[src/rtl/traffic_phase_scheduler.sv]
// Demand-actuated main/cross phase scheduler; all intervals count the 1 Hz tick enable.
// Optional build macro FLASH_MODE_EN adds flash_req and a blinking FLASH state.
module traffic_phase_scheduler #(
  parameter int MAIN_GREEN_MIN = 15,
  parameter int MAIN_YELLOW    = 3,
  parameter int ALL_RED        = 1,
  parameter int CROSS_GREEN    = 10,
  parameter int CROSS_YELLOW   = 3,
  parameter int WALK_TIME      = 7,
  parameter int CNT_W          = 5
) (
  input  logic       clk_100MHz,
  input  logic       reset,
  input  logic       tick_1Hz,
  input  logic       cross_sensor,
  input  logic       ped_btn,
`ifdef FLASH_MODE_EN
  input  logic       flash_req,
`endif
  output logic [2:0] main_st,
  output logic [2:0] cross_st,
  output logic       walk,
  output logic       ped_pending
);

  typedef enum logic [2:0] {
    S_MG  = 3'd0,
    S_MY  = 3'd1,
    S_AR1 = 3'd2,
    S_CG  = 3'd3,
    S_CY  = 3'd4,
    S_AR2 = 3'd5
`ifdef FLASH_MODE_EN
    , S_FLASH = 3'd6
`endif
  } state_t;

  localparam logic [2:0] RED = 3'b100;
  localparam logic [2:0] YEL = 3'b010;
  localparam logic [2:0] GRN = 3'b001;
`ifdef FLASH_MODE_EN
  localparam logic [2:0] OFF = 3'b000;
`endif

  localparam logic [CNT_W-1:0] MG_LAST  = CNT_W'(MAIN_GREEN_MIN - 1);
  localparam logic [CNT_W-1:0] MY_LAST  = CNT_W'(MAIN_YELLOW - 1);
  localparam logic [CNT_W-1:0] AR_LAST  = CNT_W'(ALL_RED - 1);
  localparam logic [CNT_W-1:0] CG_LAST  = CNT_W'(CROSS_GREEN - 1);
  localparam logic [CNT_W-1:0] CY_LAST  = CNT_W'(CROSS_YELLOW - 1);
  localparam logic [CNT_W-1:0] WALK_LIM = CNT_W'(WALK_TIME);

  state_t             state_q, state_d, nxt;
  logic [CNT_W-1:0]   timer_q, timer_d, last;
  logic               timed;
  logic               ped_q, ped_d;
  logic               grant_q, grant_d;
  logic               cg_entry;
`ifdef FLASH_MODE_EN
  logic               lit_q, lit_d;
`endif

  always_ff @(posedge clk_100MHz) begin
    if (reset) begin
      state_q <= S_MG;
      timer_q <= '0;
      ped_q   <= 1'b0;
      grant_q <= 1'b0;
`ifdef FLASH_MODE_EN
      lit_q   <= 1'b0;
`endif
    end else begin
      state_q <= state_d;
      timer_q <= timer_d;
      ped_q   <= ped_d;
      grant_q <= grant_d;
`ifdef FLASH_MODE_EN
      lit_q   <= lit_d;
`endif
    end
  end

  always_comb begin
    state_d = state_q;
    timer_d = timer_q;
    timed   = 1'b0;
    last    = '0;
    nxt     = S_MG;
    case (state_q)
      // Main green rests with a saturated timer until demand shows up on a tick.
      S_MG: begin
        if (tick_1Hz) begin
          if (timer_q == MG_LAST) begin
            if (cross_sensor | ped_q) state_d = S_MY;
          end else begin
            timer_d = timer_q + CNT_W'(1);
          end
        end
      end
      S_MY:  begin timed = 1'b1; last = MY_LAST; nxt = S_AR1; end
      S_AR1: begin timed = 1'b1; last = AR_LAST; nxt = S_CG;  end
      S_CG:  begin timed = 1'b1; last = CG_LAST; nxt = S_CY;  end
      S_CY:  begin timed = 1'b1; last = CY_LAST; nxt = S_AR2; end
      S_AR2: begin timed = 1'b1; last = AR_LAST; nxt = S_MG;  end
`ifdef FLASH_MODE_EN
      S_FLASH: if (!flash_req) state_d = S_AR2;
`endif
      default: state_d = S_MG;
    endcase

    if (timed && tick_1Hz) begin
      if (timer_q == last) state_d = nxt;
      else                 timer_d = timer_q + CNT_W'(1);
    end

`ifdef FLASH_MODE_EN
    if (flash_req) state_d = S_FLASH;
`endif

    if (state_d != state_q) timer_d = '0;

    // A press landing in the CG-entry cycle is served by this green, so it feeds the grant.
    cg_entry = (state_d == S_CG) && (state_q != S_CG);
    ped_d    = cg_entry ? 1'b0 : (ped_q | ped_btn);
    grant_d  = cg_entry ? (ped_q | ped_btn) : grant_q;

`ifdef FLASH_MODE_EN
    if (state_d == S_FLASH || state_q == S_FLASH) ped_d = 1'b0;
    lit_d = lit_q;
    if (state_d == S_FLASH && state_q != S_FLASH) lit_d = 1'b1;
    else if (state_q == S_FLASH && tick_1Hz)      lit_d = ~lit_q;
`endif
  end

  always_comb begin
    main_st  = RED;
    cross_st = RED;
    case (state_q)
      S_MG:  begin main_st = GRN; cross_st = RED; end
      S_MY:  begin main_st = YEL; cross_st = RED; end
      S_AR1: begin main_st = RED; cross_st = RED; end
      S_CG:  begin main_st = RED; cross_st = GRN; end
      S_CY:  begin main_st = RED; cross_st = YEL; end
      S_AR2: begin main_st = RED; cross_st = RED; end
`ifdef FLASH_MODE_EN
      S_FLASH: begin
        main_st  = lit_q ? YEL : OFF;
        cross_st = lit_q ? RED : OFF;
      end
`endif
      default: begin main_st = RED; cross_st = RED; end
    endcase
  end

  assign walk        = (state_q == S_CG) && grant_q && (timer_q < WALK_LIM);
  assign ped_pending = ped_q;

endmodule
[config.mk]
export PLATFORM = sky130hd
export DESIGN_NAME = traffic_phase_scheduler
export DESIGN_NICKNAME = d
export VERILOG_FILES = /design/src/rtl/traffic_phase_scheduler.sv
export SDC_FILE = /design/constraint.sdc
export NUM_CORES = 1
export LEC_CHECK = 0
export CORE_UTILIZATION = 47
export CTS_BUF_LIST = sky130_fd_sc_hd__clkbuf_4
export CTS_CLUSTER_SIZE = 24
export DETAILED_ROUTE_END_ITERATION = 7
export PLACE_DENSITY = 0.76
export SLEW_MARGIN = 5
export SYNTH_ARGS = -nofsm -noshare
export SYNTH_HDL_FRONTEND = slang
export SYNTH_SLANG_ARGS = --single-unit
[constraint.sdc]
create_clock -name clk_100MHz -period 2.2 [get_ports clk_100MHz]
set_clock_uncertainty 0.2 [all_clocks]
set_input_delay 0.55 -clock clk_100MHz [delete_from_list [all_inputs] [get_ports clk_100MHz]]
set_output_delay 0.55 -clock clk_100MHz [all_outputs]
set_load 0.02 [all_outputs]
# Word level (Yosys, flattened, before mapping)
# Cells that the tools add are included.
[classes]
n_addsub = 1
reduce_logical = 9
mux = 16
n_bitwise = 2
n_eq_ne = 10
magnitude_cmp = 1
[op_table]
columns = ["cell", "n"]
rows = [
  ["5-bit 2-to-1 mux", 5],
  ["3-bit one-hot mux with 2 select lines", 3],
  ["3-bit 2-to-1 mux", 5],
  ["3-bit one-hot mux with 4 select lines", 1],
  ["3-bit by 2-bit == test with 1-bit output, second input constant", 3],
  ["4-bit one-hot mux with 2 select lines", 1],
  ["3-bit == test, second input constant", 2],
  ["2-bit OR reduction", 3],
  ["5-bit by 1-bit adder with 5-bit output, second input constant", 1],
  ["5-bit by 4-bit == test with 1-bit output, second input constant", 1],
  ["5-bit == test", 1],
  ["5-bit by 3-bit < comparator with 1-bit output, second input constant", 1],
  ["5-bit OR reduction", 1],
  ["1-bit logical AND", 4],
  ["3-bit by 1-bit == test with 1-bit output, second input constant", 1],
  ["3-bit zero test", 1],
  ["3-bit by 2-bit != test with 1-bit output, second input constant", 1],
  ["3-bit != test", 1],
  ["1-bit bitwise OR", 2],
  ["1-bit 2-to-1 mux", 1],
]
[word_totals]
out_inout_bits = 8
input_bits = 5
regBits = 10
elab_cells = 43

# Depth between registers and ports, before layout
[depth]
depth_word = 10
depth_mapped = 7
mapped_depth_nobuf = 7

# Least setup slack after synthesis
# Ideal clock, no wire load.
[synth_path]
kind = "reg2reg"
start = "reg timer_q[3]"
end = "reg ped_q, in the netlist ped_pending"
required_time_ns = 1.881
n_path_buf = 1
arrival_ns = 1.943
path_stages_with_launch = 7
setup_time_ns = 0.119
slack_ns = -0.062
cell_sequence = "dfxtp_1 -> buf_6 -> or3b_1 -> a211o_1 -> a21o_1 -> or4_4 -> nor2b_1"
[synth_between]
elab_chain_len = 9
word_cells_on_any_way = 10
cone_classes = "eq/ne (3); mux (5); reduce/logical (2)"
[synth_rtl]
columns = ["item", "line_no", "source"]
rows = [
  ["start, declared", "53", "logic [CNT_W-1:0] timer_q, timer_d, last;"],
  ["start signal, assigned", "73", "timer_q <= timer_d;"],
  ["5-bit by 4-bit == test with 1-bit output", "92", "if (timer_q == MG_LAST) begin"],
  ["3-bit 2-to-1 mux", "92", ""],
  ["3-bit 2-to-1 mux", "91", "if (tick_1Hz) begin"],
  ["3-bit one-hot mux with 2 select lines", "88", "case (state_q)"],
  ["3-bit 2-to-1 mux", "111", "if (timer_q == last) state_d = nxt;"],
  ["3-bit 2-to-1 mux (*)", "110", "if (timed && tick_1Hz) begin"],
  ["3-bit by 2-bit == test with 1-bit output (*)", "122", "cg_entry = (state_d == S_CG) && (state_q != S_CG);"],
  ["1-bit logical AND (*)", "122", ""],
  ["2-bit OR reduction (no source line) (*)", "--", ""],
  ["end signal, assigned", "74", "ped_q <= ped_d;"],
  ["end, declared", "55", "logic ped_q, ped_d;"],
]
# Every way passes the cells marked *; elsewhere a longest branch is shown, timed or not.
# A chain may end at the register's enable or synchronous reset.

# Worst setup path after layout
[layout_path]
start = "reg state_q[2]"
end = "reg ped_q, in the netlist ped_pending"
[layout_between]
elab_chain_len = 9
word_cells_on_any_way = 23
cone_classes = "eq/ne (8); mux (9); reduce/logical (6)"
[layout_rtl]
columns = ["item", "line_no", "source"]
rows = [
  ["start, declared", "52", "state_t state_q, state_d, nxt;"],
  ["start signal, assigned", "72", "state_q <= state_d;"],
  ["3-bit == test (tied with other cells)", "88", ""],
  ["2-bit OR reduction (no source line) or 3-bit 2-to-1 mux (tied branches)", "--", ""],
  ["4-bit one-hot mux with 2 select lines or 3-bit 2-to-1 mux (tied branches)", "88, 91", ""],
  ["5-bit == test or 3-bit one-hot mux with 2 select lines (tied branches)", "111, 88", ""],
  ["3-bit 2-to-1 mux", "111", ""],
  ["3-bit 2-to-1 mux", "110", ""],
  ["3-bit by 2-bit == test with 1-bit output", "122", ""],
  ["1-bit logical AND (*)", "122", ""],
  ["2-bit OR reduction (no source line) (*)", "--", ""],
]
# Marked as above.

==> out/metrics.cfg <==
[synthesis]
synth_async_sr_flop_share=0
postSynthCellCount=87
ys_warn_count=0
synth-edff-count=0
yosys_register_bits=10
synthSimpleGateAreaFrac=0.355
top_area_cell_type_share_of_the_netlist_area=0.286
ys_dominant_reg_cell=sky130_fd_sc_hd__dfxtp_1
ys_seq_area_frac=0.286
synth_mux_area_frac=0.0286
synth_top_family_by_area=simple AND/OR/NAND/NOR gates
synth-compound-area-share=0.234
synth.net_count=94
netlist_area_um2=701
synthXorXnorAreaFrac=0.0125
synth_common_cells=sky130_fd_sc_hd__dfxtp_1, sky130_fd_sc_hd__nor3_1, sky130_fd_sc_hd__nor2_1
yosys.cell_types.count=36
synth_largest_area_cell=sky130_fd_sc_hd__dfxtp_1
largest_cells_by_area_after_synthesis=sky130_fd_sc_hd__dfxtp_1, sky130_fd_sc_hd__nor3_1, sky130_fd_sc_hd__a211oi_1
synth-adder-area-share=0.0357
post_synth.cell_area_avg_um2=8.05

[hold_path]
hold_path.class=register to register
timing.hold.worst.start=grant_q

[global_route]
overflow=0
first_global_vias=718
globalRouteTotalUtil=0.304
pin_count_of_the_biggest_net_entering_global_routing=9
number_of_antenna_violations_at_the_first_check_in_global_routing=0
grt_pass1_wl_um=3290

[setup_path]
worst_path_dominant_cell_family=simple AND/OR/NAND/NOR gates
crit_path_end_kind=register
worstPathMaxFanout=5
worstReg2RegStart=state_q[2]
critical_path.startpoint=state_q[2]
worst_path_largest_cell_delay_ns=0.42
category_of_the_most_critical_setup_path=register to register
critical_path_top_delay_cell=sky130_fd_sc_hd__or4_4
cp.buffers_inverters=1
cp.required_ns=2.15
critical_path_arrival_ns=2.22
crit_path_cell_trace=buf_6 > or3b_1 > a211o_1 > a21o_4 > or4_4 > nor2b_1
crit_path_start_kind=register

[placement]
place.detailed.hpwl_um=1530
dp_slack_ns=-0.176
portBuffers=12
gpl.final_weighted_congestion=0.952

[routing]
finalWirelength_um=2170
via_count=835
vias_per_cell=6.14
drt-initial-drc-count=24
drtPass1Iterations=4
post_drt_wl_per_cell_um=15.9
detail_route.drc_violations=0
route.antenna.remaining_nets=0

[clock_network]
worst_setup_hold_path_clk_slew_ns=0.07
tritoncts=done
htreeDepth=1
postCtsHoldBufs=0
ctsRootBufferMaster=sky130_fd_sc_hd__clkbuf_4
cts.sink_count=10
insertion_delay_ns=0.26
cts_buffers=3
clockBufferDepth=2

[floorplanning]
floorplan.die.width_um=40.6
placementRows=13
design.portCount=13
start_util=0.519
fp.coreArea_um2=1350
die_area_um2=1650
die_h_um=40.6

[timing]
final_setup_violation_count=2
hold_violations=0
slew_violations=0
worst_slack_ns=-0.0710
tightestPinTransition_ns=0.425
slew_headroom=0.714
post_route_worst_hold_slack_ns=0.295
final.period_utilization=1.03
max_clock_freq_mhz=440
grt_setup_unrepaired=yes
period_needed_ns=2.27

[flow_run]
number_of_max_capacitance_violations_reported=0

[finish]
post_route_cells_drive_above_1_share=0.372
final_core_util=0.798
synthToLayoutAreaGrowth_pct=53.7
footprint_of_the_multi_input_gates_um2=537
fillerInstances=94
antennaDiodeCount=0
num-nets-final=130
ff_latch_area_um2=204

[outcome]
failing_checks=setup timing
status=finished with violations

[pwr]
p_leak_uw=0.000465
p_per_area_nw_per_um2=397
ir_drop_mv=0.264

==> timing repair <==
item                                    4_1_cts  5_1_grt
gates cloned                                  0        0
buffers inserted                              1        0
pin swaps                                     4        1
endpoints found under the setup margin       14       13
resized for setup                            17       13
==> placed cells by master (no fill, tap or decap), types with 2 or more instances in the layout <==
| cell type | netlist | routed |
|---|---|---|
| sky130_fd_sc_hd__buf_4 | 0 | 22 |
| sky130_fd_sc_hd__nor2_1 | 8 | 8 |
| sky130_fd_sc_hd__nor3_1 | 10 | 7 |
| sky130_fd_sc_hd__dfxtp_1 | 10 | 7 |
| sky130_fd_sc_hd__a21oi_1 | 6 | 5 |
| sky130_fd_sc_hd__clkdlybuf4s50_1 | 0 | 5 |
| sky130_fd_sc_hd__and3_1 | 4 | 4 |
| sky130_fd_sc_hd__nor3_2 | 0 | 3 |
| sky130_fd_sc_hd__inv_1 | 3 | 3 |
| sky130_fd_sc_hd__nand2_1 | 3 | 3 |
| sky130_fd_sc_hd__a211oi_1 | 6 | 3 |
| sky130_fd_sc_hd__clkbuf_4 | 0 | 3 |
| sky130_fd_sc_hd__dlygate4sd2_1 | 0 | 3 |
| sky130_fd_sc_hd__dfxtp_2 | 0 | 3 |
| sky130_fd_sc_hd__mux2i_1 | 2 | 2 |
| sky130_fd_sc_hd__nand4b_1 | 2 | 2 |
| sky130_fd_sc_hd__nand4_1 | 2 | 2 |
| sky130_fd_sc_hd__nand2b_1 | 2 | 2 |
| sky130_fd_sc_hd__a21o_1 | 3 | 2 |
| sky130_fd_sc_hd__a211oi_2 | 0 | 2 |
| sky130_fd_sc_hd__ha_1 | 2 | 2 |
| sky130_fd_sc_hd__clkbuf_2 | 0 | 2 |
==> worst register-to-register path, stage by stage (launching register included) <==
cell	delay [ns]
sky130_fd_sc_hd__dfxtp_2	0.35
sky130_fd_sc_hd__buf_6	0.11
sky130_fd_sc_hd__or3b_1	0.33
sky130_fd_sc_hd__a211o_1	0.36
sky130_fd_sc_hd__a21o_4	0.25
sky130_fd_sc_hd__or4_4	0.42
sky130_fd_sc_hd__nor2b_1	0.14
==> where the power goes <==
part           internal, uW  switching, uW
logic                  54.4           51.2
registers               187           6.58
clock network          63.1           65.1
total                   304            123
==> kinds of logic after synthesis <==
kind of cell    count (synthesis)
compound gates                 23
xor+xnor                        1
fa+ha+maj                       2
buf+inv                         7
flops                          10
mux                             2
simple gates                   42
==> final cells by class <==
cell class,count,share of cell area
Clock buffer,3,0.0209
Tap cell,15,0.0174
Multi-Input combinational cell,70,0.498
Inverter,3,0.0105
Sequential cell,10,0.189
Timing Repair Buffer,35,0.264
==> per-layer routing <==
layer	up-vias	track usage	routed length, um
li1	405	-	-
met1	397	0.401	953
met2	31	0.492	1070
met3	2	0.0543	133
met4	0	0.108	12
met5	-	0	0
==> state kept, by name (all words and copies together) (netlist names) <==
register,count
timer_q,5
state_q,3
grant_q,1
ped_pending,1
==> metrics by stage <==
| step | instances | setup TNS (ns) | power, uW | area (um2) |
|---|---|---|---|---|
| after floorplan | 87 | -0.00505 | 239 | 706 |
| after global placement | 132 | -0.501 | 279 | 987 |
| after detailed placement | 132 | -0.761 | 281 | 987 |
| after CTS | 136 | -0.144 | 411 | 1030 |
| after global routing | 136 | -0.328 | 448 | 1080 |
| final | 136 | -0.137 | 427 | 1080 |
==> path summary, 6_finish.rpt <==
path | depth (start not counted) | slack, ns | to
max | 6 | -0.07 | ped_pending
min | 2 | 0.29 | grant_q
max reg2reg | 6 | -0.07 | ped_pending
min reg2reg | 2 | 0.29 | grant_q
No activity file was read; power rests on OpenSTA's default activity.
